--- config.mk ---
export PLATFORM = sky130hd
export DESIGN_NAME = tile_map_controller
export DESIGN_NICKNAME = d
export VERILOG_FILES = /design/src/rtl/tile_map_controller.sv
export SDC_FILE = /design/constraint.sdc
export NUM_CORES = 1
export LEC_CHECK = 0
export ABC_AREA = 1
export CELL_PAD_IN_SITES_DETAIL_PLACEMENT = 2
export CELL_PAD_IN_SITES_GLOBAL_PLACEMENT = 2
export CORE_MARGIN = 4
export CORE_UTILIZATION = 30
export CTS_BUF_LIST = sky130_fd_sc_hd__clkbuf_4
export DETAILED_ROUTE_END_ITERATION = 8
export PLACE_DENSITY = 0.61
export SLEW_MARGIN = 20
export SYNTH_ARGS = -nofsm -noshare
export SYNTH_HDL_FRONTEND = slang
export SYNTH_SLANG_ARGS = --single-unit
--- constraint.sdc ---
create_clock -name Clk -period 14.3 [get_ports Clk]
set_clock_uncertainty 0.1 [all_clocks]
set_input_delay 4.29 -clock Clk [delete_from_list [all_inputs] [get_ports Clk]]
set_output_delay 4.29 -clock Clk [all_outputs]
set_load 0.005 [all_outputs]
--- src/rtl/tile_map_controller.sv ---
// Playfield tile map: 20x15 tiles, never-stalling render read port,
// one round-robin-arbitrated access port shared by two tank blocks.
module tile_map_controller #(
    parameter int unsigned NUM_TILES = 300,
    parameter int unsigned COLS      = 20,
    parameter int unsigned ROWS      = 15
) (
    input  logic       Clk,
    input  logic       Reset,
    input  logic [9:0] DrawX,
    input  logic [9:0] DrawY,
    output logic [2:0] RenderTile,
    input  logic [1:0] Req,
    input  logic [1:0] Op1,
    input  logic [1:0] Op2,
    input  logic [8:0] Addr1,
    input  logic [8:0] Addr2,
    input  logic [2:0] WData1,
    input  logic [2:0] WData2,
    output logic [1:0] Gnt,
    output logic [1:0] Done,
    output logic [2:0] RData,
    output logic       InitBusy
);

    localparam int unsigned AW = 9;   // tile index width
    localparam int unsigned TW = 3;   // tile code width
    localparam int unsigned CW = 5;   // column counter width
    localparam int unsigned RW = 4;   // row counter width
    localparam int unsigned PW = 10;  // pixel coordinate width

    localparam logic [AW-1:0] LAST_TILE = AW'(NUM_TILES - 1);
    localparam logic [CW-1:0] LAST_COL  = CW'(COLS - 1);
    localparam logic [RW-1:0] LAST_ROW  = RW'(ROWS - 1);
    localparam logic [PW-1:0] MAX_X     = PW'(COLS * 32);
    localparam logic [PW-1:0] MAX_Y     = PW'(ROWS * 32);

    localparam logic [1:0] OP_WRITE = 2'b01;
    localparam logic [1:0] OP_HIT   = 2'b10;

    localparam logic [TW-1:0] TILE_EMPTY = TW'(0);
    localparam logic [TW-1:0] TILE_STEEL = TW'(1);
    localparam logic [TW-1:0] TILE_BRICK = TW'(2);
    localparam logic [TW-1:0] TILE_MAXOK = TW'(4);

    typedef enum logic [1:0] {
        S_INIT,
        S_IDLE,
        S_ACCESS,
        S_DONE
    } state_t;

    typedef struct packed {
        logic [1:0]    op;
        logic [AW-1:0] addr;
        logic [TW-1:0] wdata;
    } acc_req_t;

    state_t        state, state_n;
    logic [AW-1:0] init_cnt;
    logic [CW-1:0] init_col;
    logic [RW-1:0] init_row;
    logic          rr;          // 0 favours tank one, 1 favours tank two
    logic          sel_q, sel_n;
    acc_req_t      req_q, req_n;

    logic [1:0]    gnt_n;
    logic [1:0]    done_n;
    logic [TW-1:0] rdata_n;
    logic          busy_n;

    logic          wr_en;
    logic [AW-1:0] wr_addr;
    logic [TW-1:0] wr_val;

    logic          addr_ok;
    logic [TW-1:0] old_val;
    logic          on_border;

    logic          render_ok;
    logic [AW-1:0] render_idx;
    logic          unused_draw_bits;

    logic [TW-1:0] map [NUM_TILES];

    // Current tile under the latched access; out-of-map reads look like steel
    always_comb begin
        addr_ok = (req_q.addr <= LAST_TILE);
        old_val = addr_ok ? map[req_q.addr] : TILE_STEEL;
    end

    // Border detection for the default arena
    always_comb begin
        on_border = (init_row == '0) || (init_row == LAST_ROW) ||
                    (init_col == '0) || (init_col == LAST_COL);
    end

    // Next state, registered-output next values and map write request
    always_comb begin
        state_n = state;
        sel_n   = sel_q;
        req_n   = req_q;
        gnt_n   = 2'b00;
        done_n  = 2'b00;
        rdata_n = '0;
        busy_n  = 1'b0;
        wr_en   = 1'b0;
        wr_addr = init_cnt;
        wr_val  = TILE_EMPTY;

        unique case (state)
            S_INIT: begin
                wr_en   = 1'b1;
                wr_addr = init_cnt;
                wr_val  = on_border ? TILE_STEEL : TILE_EMPTY;
                if (init_cnt == LAST_TILE) begin
                    state_n = S_IDLE;
                end else begin
                    busy_n = 1'b1;
                end
            end
            S_IDLE: begin
                if (Req != 2'b00) begin
                    if (Req == 2'b01) begin
                        sel_n = 1'b0;
                    end else if (Req == 2'b10) begin
                        sel_n = 1'b1;
                    end else begin
                        sel_n = rr;
                    end
                    req_n   = sel_n ? '{op: Op2, addr: Addr2, wdata: WData2}
                                    : '{op: Op1, addr: Addr1, wdata: WData1};
                    gnt_n   = sel_n ? 2'b10 : 2'b01;
                    state_n = S_ACCESS;
                end
            end
            S_ACCESS: begin
                done_n  = sel_q ? 2'b10 : 2'b01;
                rdata_n = old_val;
                wr_addr = req_q.addr;
                if (addr_ok) begin
                    if (req_q.op == OP_WRITE && req_q.wdata <= TILE_MAXOK) begin
                        wr_en  = 1'b1;
                        wr_val = req_q.wdata;
                    end else if (req_q.op == OP_HIT && old_val == TILE_BRICK) begin
                        wr_en  = 1'b1;
                        wr_val = TILE_EMPTY;
                    end
                end
                state_n = S_DONE;
            end
            S_DONE: begin
                state_n = S_IDLE;
            end
            default: begin
                state_n = S_INIT;
            end
        endcase
    end

    // State, init counters, arbitration pointer and registered outputs
    always_ff @(posedge Clk) begin
        if (Reset) begin
            state    <= S_INIT;
            init_cnt <= '0;
            init_col <= '0;
            init_row <= '0;
            rr       <= 1'b0;
            sel_q    <= 1'b0;
            req_q    <= '0;
            Gnt      <= 2'b00;
            Done     <= 2'b00;
            RData    <= '0;
            InitBusy <= 1'b1;
        end else begin
            state    <= state_n;
            sel_q    <= sel_n;
            req_q    <= req_n;
            Gnt      <= gnt_n;
            Done     <= done_n;
            RData    <= rdata_n;
            InitBusy <= busy_n;
            if (state == S_INIT) begin
                init_cnt <= init_cnt + AW'(1);
                if (init_col == LAST_COL) begin
                    init_col <= '0;
                    init_row <= init_row + RW'(1);
                end else begin
                    init_col <= init_col + CW'(1);
                end
            end
            if (state == S_ACCESS) begin
                rr <= ~sel_q;
            end
        end
    end

    // Tile storage; a reset cycle suppresses any pending write
    always_ff @(posedge Clk) begin
        if (!Reset && wr_en) begin
            map[wr_addr] <= wr_val;
        end
    end

    // Render address from the 32x32 tile grid
    always_comb begin
        render_ok        = (DrawX < MAX_X) && (DrawY < MAX_Y);
        render_idx       = AW'(DrawY[9:5]) * AW'(COLS) + AW'(DrawX[9:5]);
        unused_draw_bits = ^{DrawX[4:0], DrawY[4:0]};
    end

    // Render read port, one cycle latency, blank off-screen and during init
    always_ff @(posedge Clk) begin
        if (Reset) begin
            RenderTile <= '0;
        end else if (state == S_INIT || !render_ok) begin
            RenderTile <= '0;
        end else begin
            RenderTile <= map[render_idx];
        end
    end

endmodule
# After elaboration in Yosys (flattened, before gate mapping)
# Memory sizes are Yosys's and may differ from the RTL's. A register that Yosys moved wholly into a read port is not among the register bits.
# Index checks and enable logic that the tools add are counted.
totals:
  ff_bits: 44
  mem_bits_rw: 900
  inputBits: 52
  mem_count: 1
op_classes:
  n_addsub: 4
  multipliers: 1
  magnitude_cmp: 4
  n_eq_ne: 13
  mux: 27
  bitwise_logic: 4
  reduce_logical: 20
memory_table:
  columns: ["memory", "depth", "word_bits", "read_ports", "rd_clocked_by_memory_dff", "write_ports", "line", "rtl"]
  rows:
  - ["map", 300, 3, 2, 2, 1, "84", "logic [TW-1:0] map [NUM_TILES];"]
op_table:
  columns: ["operator", "n"]
  rows:
  - ["two-way mux 9 bit", 3]
  - ["two-way mux 14 bit", 1]
  - ["two-way mux 1 bit", 12]
  - ["< comparator 10 bit, second input constant", 1]
  - ["< comparator 10 x 9 -> 1 bit, second input constant", 1]
  - ["adder 9 x 1 -> 9 bit, second input constant", 1]
  - ["adder 9 x 5 -> 9 bit", 1]
  - ["equality test 9 bit, second input constant", 1]
  - ["less-or-equal comparator 9 bit, second input constant", 1]
  - ["two-way mux 3 bit", 3]
  - ["equality test 2 bit, second input constant", 4]
  - ["two-way mux 2 bit", 4]
  - ["one-hot mux 2 bit (4 select lines)", 1]
  - ["multiplier 5 x 3 -> 7 bit, second input constant", 1]
  - ["equality test 2 x 1 -> 1 bit, second input constant", 3]
  - ["one-hot mux 3 bit (2 select lines)", 1]
  - ["AND reduction 2 bit", 3]
  - ["adder 5 x 1 -> 5 bit, second input constant", 1]
  - ["equality test 5 bit, second input constant", 1]
  - ["zero test 5 bit", 1]
  - ["two-way mux 5 bit", 1]
  - ["adder 4 x 1 -> 4 bit, second input constant", 1]
  - ["equality test 4 bit, second input constant", 1]
  - ["logical AND 1 bit", 4]
  - ["other kinds (12)", 21]

# Longest topological paths before layout
# Gate-level depths: netlist of the first run.
depth:
  ltp_word: 11
  mapped_depth: 24
  ltp_nobuf: 20

# Worst setup path after synthesis of the first run
# No wires, ideal clock.
synth_timing:
  kind: "reg-to-reg"
  startpoint: "reg state[0]"
  endpoint: "mem map[0][0], data pin"
  setup_time_ns: 1.758
  t_arrival_ns: 8.778
  t_required_ns: 12.442
  path_slack_ns: 3.663
  stages_incl_launch_ff: 6
  path_buffers: 1
  synth_period_minus_slack_ns: 10.637
  cell_sequence: "dfxtp_1 inv_1 ha_1 clkbuf_1 inv_1 o211ai_1"
synth_between:
  elab_chain_len: 2
  elab_cells_between_ends: 3
  classes_between: "1 x eq/ne; 1 x mux; 1 x reduce/logical"
synth_rtl:
  columns: ["element", "line", "rtl"]
  rows:
  - ["start: declaration", "59", "state_t state, state_n;"]
  - ["start signal: assignment", "176", "state <= state_n;"]
  - ["equality test 2 bit or zero test 2 bit (tied branches)", "111", "unique case (state)"]
  - ["one-hot mux 3 bit (2 select lines) *", "111", null]
  - ["via wr_val[0]", "74", "logic [TW-1:0] wr_val;"]
  - ["end: declaration", "84", null]
# Mark *: on every way through the listed nets, which the timed path passes. The rest lies on a longest branch.

# Final worst setup path of the first run
layout_timing:
  startpoint: "in DrawY[5]"
  endpoint: "reg RenderTile[0] (read register of map)"
layout_between:
  elab_chain_len: 5
  elab_cells_between_ends: 7
  classes_between: "1 x add/sub; 1 x mul; 1 x order compare; 4 x reduce/logical"
layout_rtl:
  columns: ["element", "line", "rtl"]
  rows:
  - ["start: declaration", "11", "input logic [9:0] DrawY,"]
  - ["parallel branches: the longest is 5 deep, another holds adder 9 x 5 -> 9 bit", null, null]
  - ["end: declaration", "12", "output logic [2:0] RenderTile,"]
# Several ways; the timed one is not identified.
# A chain may end at the register's enable or synchronous reset.

==> results.py, run 1 <==
metrics = {
    "global_routing": {
        "grt-ovfl-total": 0,
        "number_of_antenna_violations_at_the_first_check_in_global_routing": 14,
        "grt_pass1_vias": 47600,
        "grt_max_degree": 189,
        "grt_pass1_wl_um": 331000,
        "groute.usage.overall_pct": 26.4,
    },
    "setup_path": {
        "cp_data_required_time_ns": 15.39,
        "cp_data_arrival_time_ns": 8.90,
        "worstSetupEndpointType": "flop",
        "worst_path_largest_cell_delay_ns": 1.16,
        "start_kind": "input pin",
        "critPathMaxFanout": 36,
        "critical_path_class": "in2reg",
        "critPathTopFamily": "buffers and inverters",
        "ordered_cell_list_for_the_critical_path": "clkdlybuf4s50_1 > ha_4 > fa_4 > clkinv_2 > buf_4 > o21ai_0 > o22ai_1 > o211ai_1 > nand3_1 > nand3_1 > nand2_1 > o21ai_0 > inv_1",
        "cp.buffers_inverters": 4,
        "crit_slowest_cell": "fa_4",
    },
    "sta": {
        "setup_viol": 0,
        "final_hold_viol_count": 0,
        "final_min_period_over_clock_period_pct": 54.7,
        "totalNegativeSetupSlack_ns": 0,
        "worst_slew_pin_slew_ns": 1.23,
        "unrepaired_setup_endpoints_after_global_routing": "no",
        "maxSlewViolCount": 0,
        "fmax_mhz": 128,
        "slew_headroom_pct": 18.1,
        "period_minus_slack_ns": 7.82,
    },
    "detailed_routing": {
        "post_drt_wl_per_cell_um": 28.7,
        "detail_route.iter0.violations": 3361,
        "wl_um": 228000,
        "via_count": 44600,
        "firstDrtPassIters": 5,
        "postRouteAntennaNets": 0,
        "remaining_drc_errors": 0,
        "via_density_per_instance": 5.61,
    },
    "place": {
        "place.detailed.hpwl_um": 131000,
        "port_buffers": 52,
        "place_congestion": 0.788,
    },
    "floorplanning": {
        "area_of_the_placeable_core_sq_mm": 0.163,
        "die_height_um": 413,
        "io-pin-count": 63,
        "die_area_sq_mm": 0.171,
        "initial_core_util_pct": 30.2,
        "row_count": 148,
        "dieWidth_um": 413,
    },
    "run": {
        "cap_viol_max_count": 0,
    },
    "cts": {
        "number_of_buffers_added_to_fix_hold_violations_after_cts": 0,
        "cts.reportedPaths.clkPinSlew_ns": 0.06,
        "tritoncts_clock_tree": "built",
        "cts_root_buf": "clkbuf_4",
        "cts.htree.levels": 5,
        "cts-root-to-sink-buffers": 4,
        "clock_insertion_delay_worst_skew_ns": 1.35,
        "cts-resized-gates": 0,
        "cts_setup_buffers": 0,
        "cts-buffers-inserted": 301,
        "clock-sinks": 956,
    },
    "cells_and_area": {
        "area_growth_pct": 12.1,
        "nFillCells": 18300,
        "register_area_sq_mm": 0.0282,
        "post_route_cells_drive_above_1_share_pct": 10.6,
        "utilization_pct": 33.9,
        "num-nets-final": 5632,
        "area_of_the_multi_input_gates_sq_mm": 0.0189,
    },
    "synthesis": {
        "syn-num-nets": 5636,
        "number_of_synthesis_warnings": 0,
        "synth.yosys.seq_area_share_pct": 57.1,
        "mappedNetlistArea_sq_mm": 0.0493,
        "synth_edf_count": 900,
        "netlist_instances": 5563,
        "postSynth.topFlopCell": "edfxtp_1",
        "synth.distinct_cells": 39,
        "ys_ff_latch": 956,
        "async_reset_ff_share_pct": 0,
        "synthesis.area_per_instance_sq_um": 8.85,
    },
    "pwr": {
        "max-vdd-ir-drop_mv": 0.130,
        "leakage_nw": 19.2,
        "power_density_mw_per_mm2": 167,
    },
    "min_path": {
        "hold_path.class": "reg2reg",
    },
    "outcome": {
        "outcome": "completed",
    },
}
layout make-up:
class | instances | area share (%)
Timing Repair Buffer | 154 | 2.60
Antenna cell | 8 | 0.0363
Tap cell | 2175 | 4.93
Multi-Input combinational cell | 4072 | 34.3
Clock buffer | 431 | 5.86
Inverter | 74 | 0.576
Sequential cell | 956 | 51.0
Clock inverter | 78 | 0.700
flip-flops by register name, indices dropped and copies added (netlist names), named ones only:
signal      cells
RenderTile      3
RData           3
state           2
InitBusy        1
req_q          14
init_col        5
sel_q           1
map           900
init_cnt        9
rr              1
Done            2
init_row        4
Gnt             2
worst reg2reg max path, delay by kind of cell, from the launching register on:
kind	cells	cell delay, ns
AOI/OAI and AO/OA	1	0.11
buffers and inverters	5	3.76
DFF	1	0.46
and+or+nand+nor	16	2.98
report_power, final:
part | internal (mW) | switching [mW] | leakage (nW) | total (mW)
logic | 0.633 | 2.52 | 7.16 | 3.15
registers | 3.23 | 0.0716 | 9.89 | 3.31
clock network | 1.43 | 1.34 | 2.18 | 2.77
cell usage in the layout, fill, tap and decap left out, drive strengths merged, types with 75 or more instances in the layout:
cell type and count:
buf 104, clkbuf 431, clkinv 75, edfxtp 900, nand2 1264, nand3 834
nor2 910, o21ai 620, o221ai 125, o22ai 132
worst paths after layout:
kind	from	to	slack [ns]	cells after the start
max	DrawY[5]	RenderTile[0]	6.48	13
min	sel_q	Done[0]	0.40	1
max reg2reg	flop	map[181][0]	6.56	22
min reg2reg	sel_q	Done[0]	0.40	1
cells by family (layout without fill, tap and decap cells):
family	after synthesis	after routing	share of synthesized area [%]
AO/OA/AOI/OAI	1004	1004	11.8
XOR/XNOR	9	9	0.160
adder cells (fa/ha/maj)	21	21	0.564
buffers and inverters	535	737	4.87
flip-flops	956	956	57.1
multiplexers	3	3	0.0610
other	0	8	0
AND/OR/NAND/NOR	3035	3035	25.4
metrics by stage:
step                      cell area, sq um  setup slack (ns)  instances  total power [mW]  hold WS [ns]
final                                55200              6.48       7948              9.23         0.396
after global routing                 55200              6.25       7944              9.67         0.452
after CTS                            55200              6.58       7940              9.32         0.402
after detailed placement             51600              5.16       7431              6.51         0.381
after global placement               51600              5.15       7431              6.48         0.383
after floorplan                      49300              3.66       5563              5.07         0.304
cell usage after synthesis (7+ instances only):
cell,n,share of area [%]
ha_1,19,0.48
buf_6,21,0.48
dfxtp_1,56,2.3
o21ai_1,13,0.13
o22ai_1,132,1.7
nor3_1,15,0.15
buf_4,19,0.29
nor2_1,910,6.9
o21ai_0,607,6.2
buf_2,128,1.3
a21oi_1,53,0.54
o211ai_1,45,0.69
clkbuf_1,261,2.0
buf_1,31,0.24
o221ai_1,125,2.2
edfxtp_1,900,55
nand3_1,834,8.5
xor2_1,7,0.12
a31oi_1,19,0.24
nand2_1,1263,9.6
inv_1,66,0.50
or2_2,8,0.10
per-layer routing:
| metal | up-vias | routed length, um | global-route usage, % |
|---|---|---|---|
| met4 | 2 | 6640 | 8.89 |
| li1 | 19700 | - | - |
| met3 | 383 | 12800 | 4.43 |
| met5 | - | 13 | 0 |
| met1 | 23100 | 102000 | 35.5 |
| met2 | 1348 | 107000 | 43.1 |
No activity file was read; power rests on OpenSTA's default activity.
==> inputs of run 2 (changes only) <==
--- a/config.mk
+++ b/config.mk
@@ -12,7 +12,7 @@
 export CORE_UTILIZATION = 30
 export CTS_BUF_LIST = sky130_fd_sc_hd__clkbuf_4
 export DETAILED_ROUTE_END_ITERATION = 8
-export PLACE_DENSITY = 0.61
+export PLACE_DENSITY = 0.63
 export SLEW_MARGIN = 20
 export SYNTH_ARGS = -nofsm -noshare
 export SYNTH_HDL_FRONTEND = slang
==> constraint.sdc (replaced) <==
create_clock -name Clk -period 6.8 [get_ports Clk]
set_clock_uncertainty 0.1 [all_clocks]
set_input_delay 2.04 -clock Clk [delete_from_list [all_inputs] [get_ports Clk]]
set_output_delay 2.04 -clock Clk [all_outputs]
set_load 0.005 [all_outputs]
==> results.py, run 2 (synthesized netlist as in run 1, its figures left out) <==
metrics = {
    "setup_path": {
        "cp_data_required_time_ns": 7.65,
        "cp_data_arrival_time_ns": 6.39,
        "rrSetupSlack_ns": 1.26,
        "timing.critical_path.mode_cell": "nand2_1",
        "critPathMaxFanout": 55,
        "start_kind": "flop",
        "reg2reg_depth": 21,
        "worstSetupEndpointType": "flop",
        "worst_path_largest_cell_delay_ns": 0.79,
        "endpoint_of_the_most_critical_register_to_register_path": "map[158][1]",
        "ordered_cell_list_for_the_critical_path": "buf_4 > nand3_1 > nand3_1 > nand3_1 > nand2_1 > nand2_1 > nand3_1 > nand3_1 > nand3_1 > nand2_1 > nand2_1 > nand2_1 > nor2_1 > nand2_1 > nand2_1 > nand2_1 > nand2_1 > nand2_8 > buf_12 > buf_12 > nor2_1",
        "critical_path_class": "reg2reg",
        "crit_slowest_cell": "buf_4",
        "cp.buffers_inverters": 3,
        "critPathTopFamily": "simple AND/OR/NAND/NOR gates",
    },
    "detailed_routing": {
        "post_drt_wl_per_cell_um": 28.1,
        "via_count": 44700,
        "postRouteAntennaNets": 0,
        "remaining_drc_errors": 0,
        "wl_um": 224000,
        "firstDrtPassIters": 6,
        "via_density_per_instance": 5.61,
        "detail_route.iter0.violations": 3120,
    },
    "min_path": {
        "min-delay-start": "sel_q",
        "min_to": "Done[0]",
        "hold_path.class": "reg2reg",
        "hold_path_depth": 1,
    },
    "pwr": {
        "leakage_nw": 19.4,
        "max-vdd-ir-drop_mv": 0.336,
        "power_density_mw_per_mm2": 347,
    },
    "sta": {
        "slew_headroom_pct": 25.3,
        "maxSlewViolCount": 0,
        "hold-worst-slack_ns": 0.337,
        "final_hold_viol_count": 0,
        "setup_viol": 0,
        "worst_slew_pin_slew_ns": 1.11,
        "final_min_period_over_clock_period_pct": 81.5,
        "period_minus_slack_ns": 5.54,
        "totalNegativeSetupSlack_ns": 0,
        "unrepaired_setup_endpoints_after_global_routing": "no",
        "fmax_mhz": 180,
    },
    "cts": {
        "number_of_buffers_added_to_fix_hold_violations_after_cts": 0,
        "cts-resized-gates": 0,
        "cts.reportedPaths.clkPinSlew_ns": 0.07,
        "clock-sinks": 956,
        "cts-buffers-inserted": 300,
        "tritoncts_clock_tree": "built",
        "cts.htree.levels": 5,
        "cts_setup_buffers": 0,
        "clock_insertion_delay_worst_skew_ns": 1.35,
        "cts-root-to-sink-buffers": 4,
        "cts_root_buf": "clkbuf_4",
    },
    "place": {
        "place.detailed.hpwl_um": 133000,
        "port_buffers": 52,
        "placement.cell_area_sq_mm": 0.0521,
        "place_congestion": 0.807,
    },
    "floorplanning": {
        "area_of_the_placeable_core_sq_mm": 0.163,
        "io-pin-count": 63,
        "die_area_sq_mm": 0.171,
        "row_count": 148,
        "dieWidth_um": 413,
        "die_height_um": 413,
        "initial_core_util_pct": 30.2,
    },
    "global_routing": {
        "groute.usage.overall_pct": 25.8,
        "grt_max_degree": 174,
        "grt-ovfl-total": 0,
        "grt_pass1_wl_um": 325000,
        "number_of_antenna_violations_at_the_first_check_in_global_routing": 7,
        "grt_pass1_vias": 48100,
    },
    "cells_and_area": {
        "most_frequent_standard_cell_in_the_layout_excluding_fill_and_tap_cells": "nand2_1",
        "final_cell_mix": "1263 x nand2_1, 900 x edfxtp_1, 885 x nor2_1",
        "top_regs": "map x900, req_q x14, init_cnt x9",
        "nFillCells": 18400,
        "num-nets-final": 5670,
        "post_route_cells_drive_above_1_share_pct": 11.0,
        "post-route-cell-area_sq_mm": 0.0557,
        "regMostFlops": "map",
        "area_growth_pct": 13.0,
        "utilization_pct": 34.2,
        "largest_register_ffs": 900,
    },
    "run": {
        "cap_viol_max_count": 0,
    },
    "outcome": {
        "outcome": "completed",
    },
}
## run 2: cell types whose count changed in the layout (fill, tap and decap cells not counted), moves of 2 or more
cell / change
clkbuf_4: -24
inv_4: +2
inv_1: -4
inv_2: +2
buf_12: +22
dfxtp_1: -2
buf_4: +17
clkinv_2: +4
dfxtp_2: +2
## run 2: report_power, final
part           internal (mW)  switching, mW
registers               6.80          0.181
clock network           2.91           2.73
logic                   1.48           5.21
## run 2: final cells by class
cell class / instances / area, sq um / area share, %
antenna: 7 / 17.5 / 0.0315
multi-input combinational: 4072 / 18900 / 34.0
sequential: 956 / 28200 / 50.6
timing repair buffer: 193 / 2000 / 3.59
clock buffer: 407 / 3060 / 5.49
tap: 2175 / 2720 / 4.89
clock inverter: 83 / 437 / 0.785
inverter: 74 / 318 / 0.571
## run 2: worst max-delay path by stage
stage          startpoint       endpoint  slack [ns]  depth (start not counted)
3_3_place_gp     DrawY[6]  RenderTile[2]        0.79                         12
6_report             flop    map[158][1]        1.26                         21
5_1_grt              flop    map[137][2]        1.09                         22
2_1_floorplan    state[1]      map[0][0]       -3.57                          5
3_5_place_dp     DrawY[6]  RenderTile[1]        0.84                         12
4_1_cts              flop     map[16][0]        1.37                         21
## run 2: per-stage QoR
step,instances,power (mW),setup WS [ns]
finish,7967,19.3,1.26
CTS,7960,19.5,1.37
global placement,7470,13.7,0.792
detailed placement,7470,13.8,0.838
floorplan,5563,10.7,-3.57
global route,7963,20.2,1.09
## run 2: worst register-to-register path: stages (launching register included)
cell and delay (ns):
dfxtp_4 0.75, buf_4 0.80, nand3_1 0.22, nand3_1 0.14, nand3_1 0.13, nand2_1 0.13, nand2_1 0.17, nand3_1 0.14
nand3_1 0.26, nand3_1 0.17, nand2_1 0.18, nand2_1 0.16, nand2_1 0.06, nor2_1 0.09, nand2_1 0.12, nand2_1 0.08
nand2_1 0.05, nand2_1 0.16, nand2_8 0.30, buf_12 0.32, buf_12 0.30, nor2_1 0.31
## run 2: metal layers
| metal | routed length (um) | global-route usage [%] | vias up | part of all wire [%] |
|---|---|---|---|---|
| met5 | 0 | 0 | - | 0 |
| met1 | 99000 | 33.9 | 23200 | 44 |
| li1 | - | - | 19800 | - |
| met2 | 106000 | 42.8 | 1355 | 47 |
| met4 | 7630 | 9.62 | 0 | 3.4 |
| met3 | 12000 | 4.21 | 383 | 5.3 |
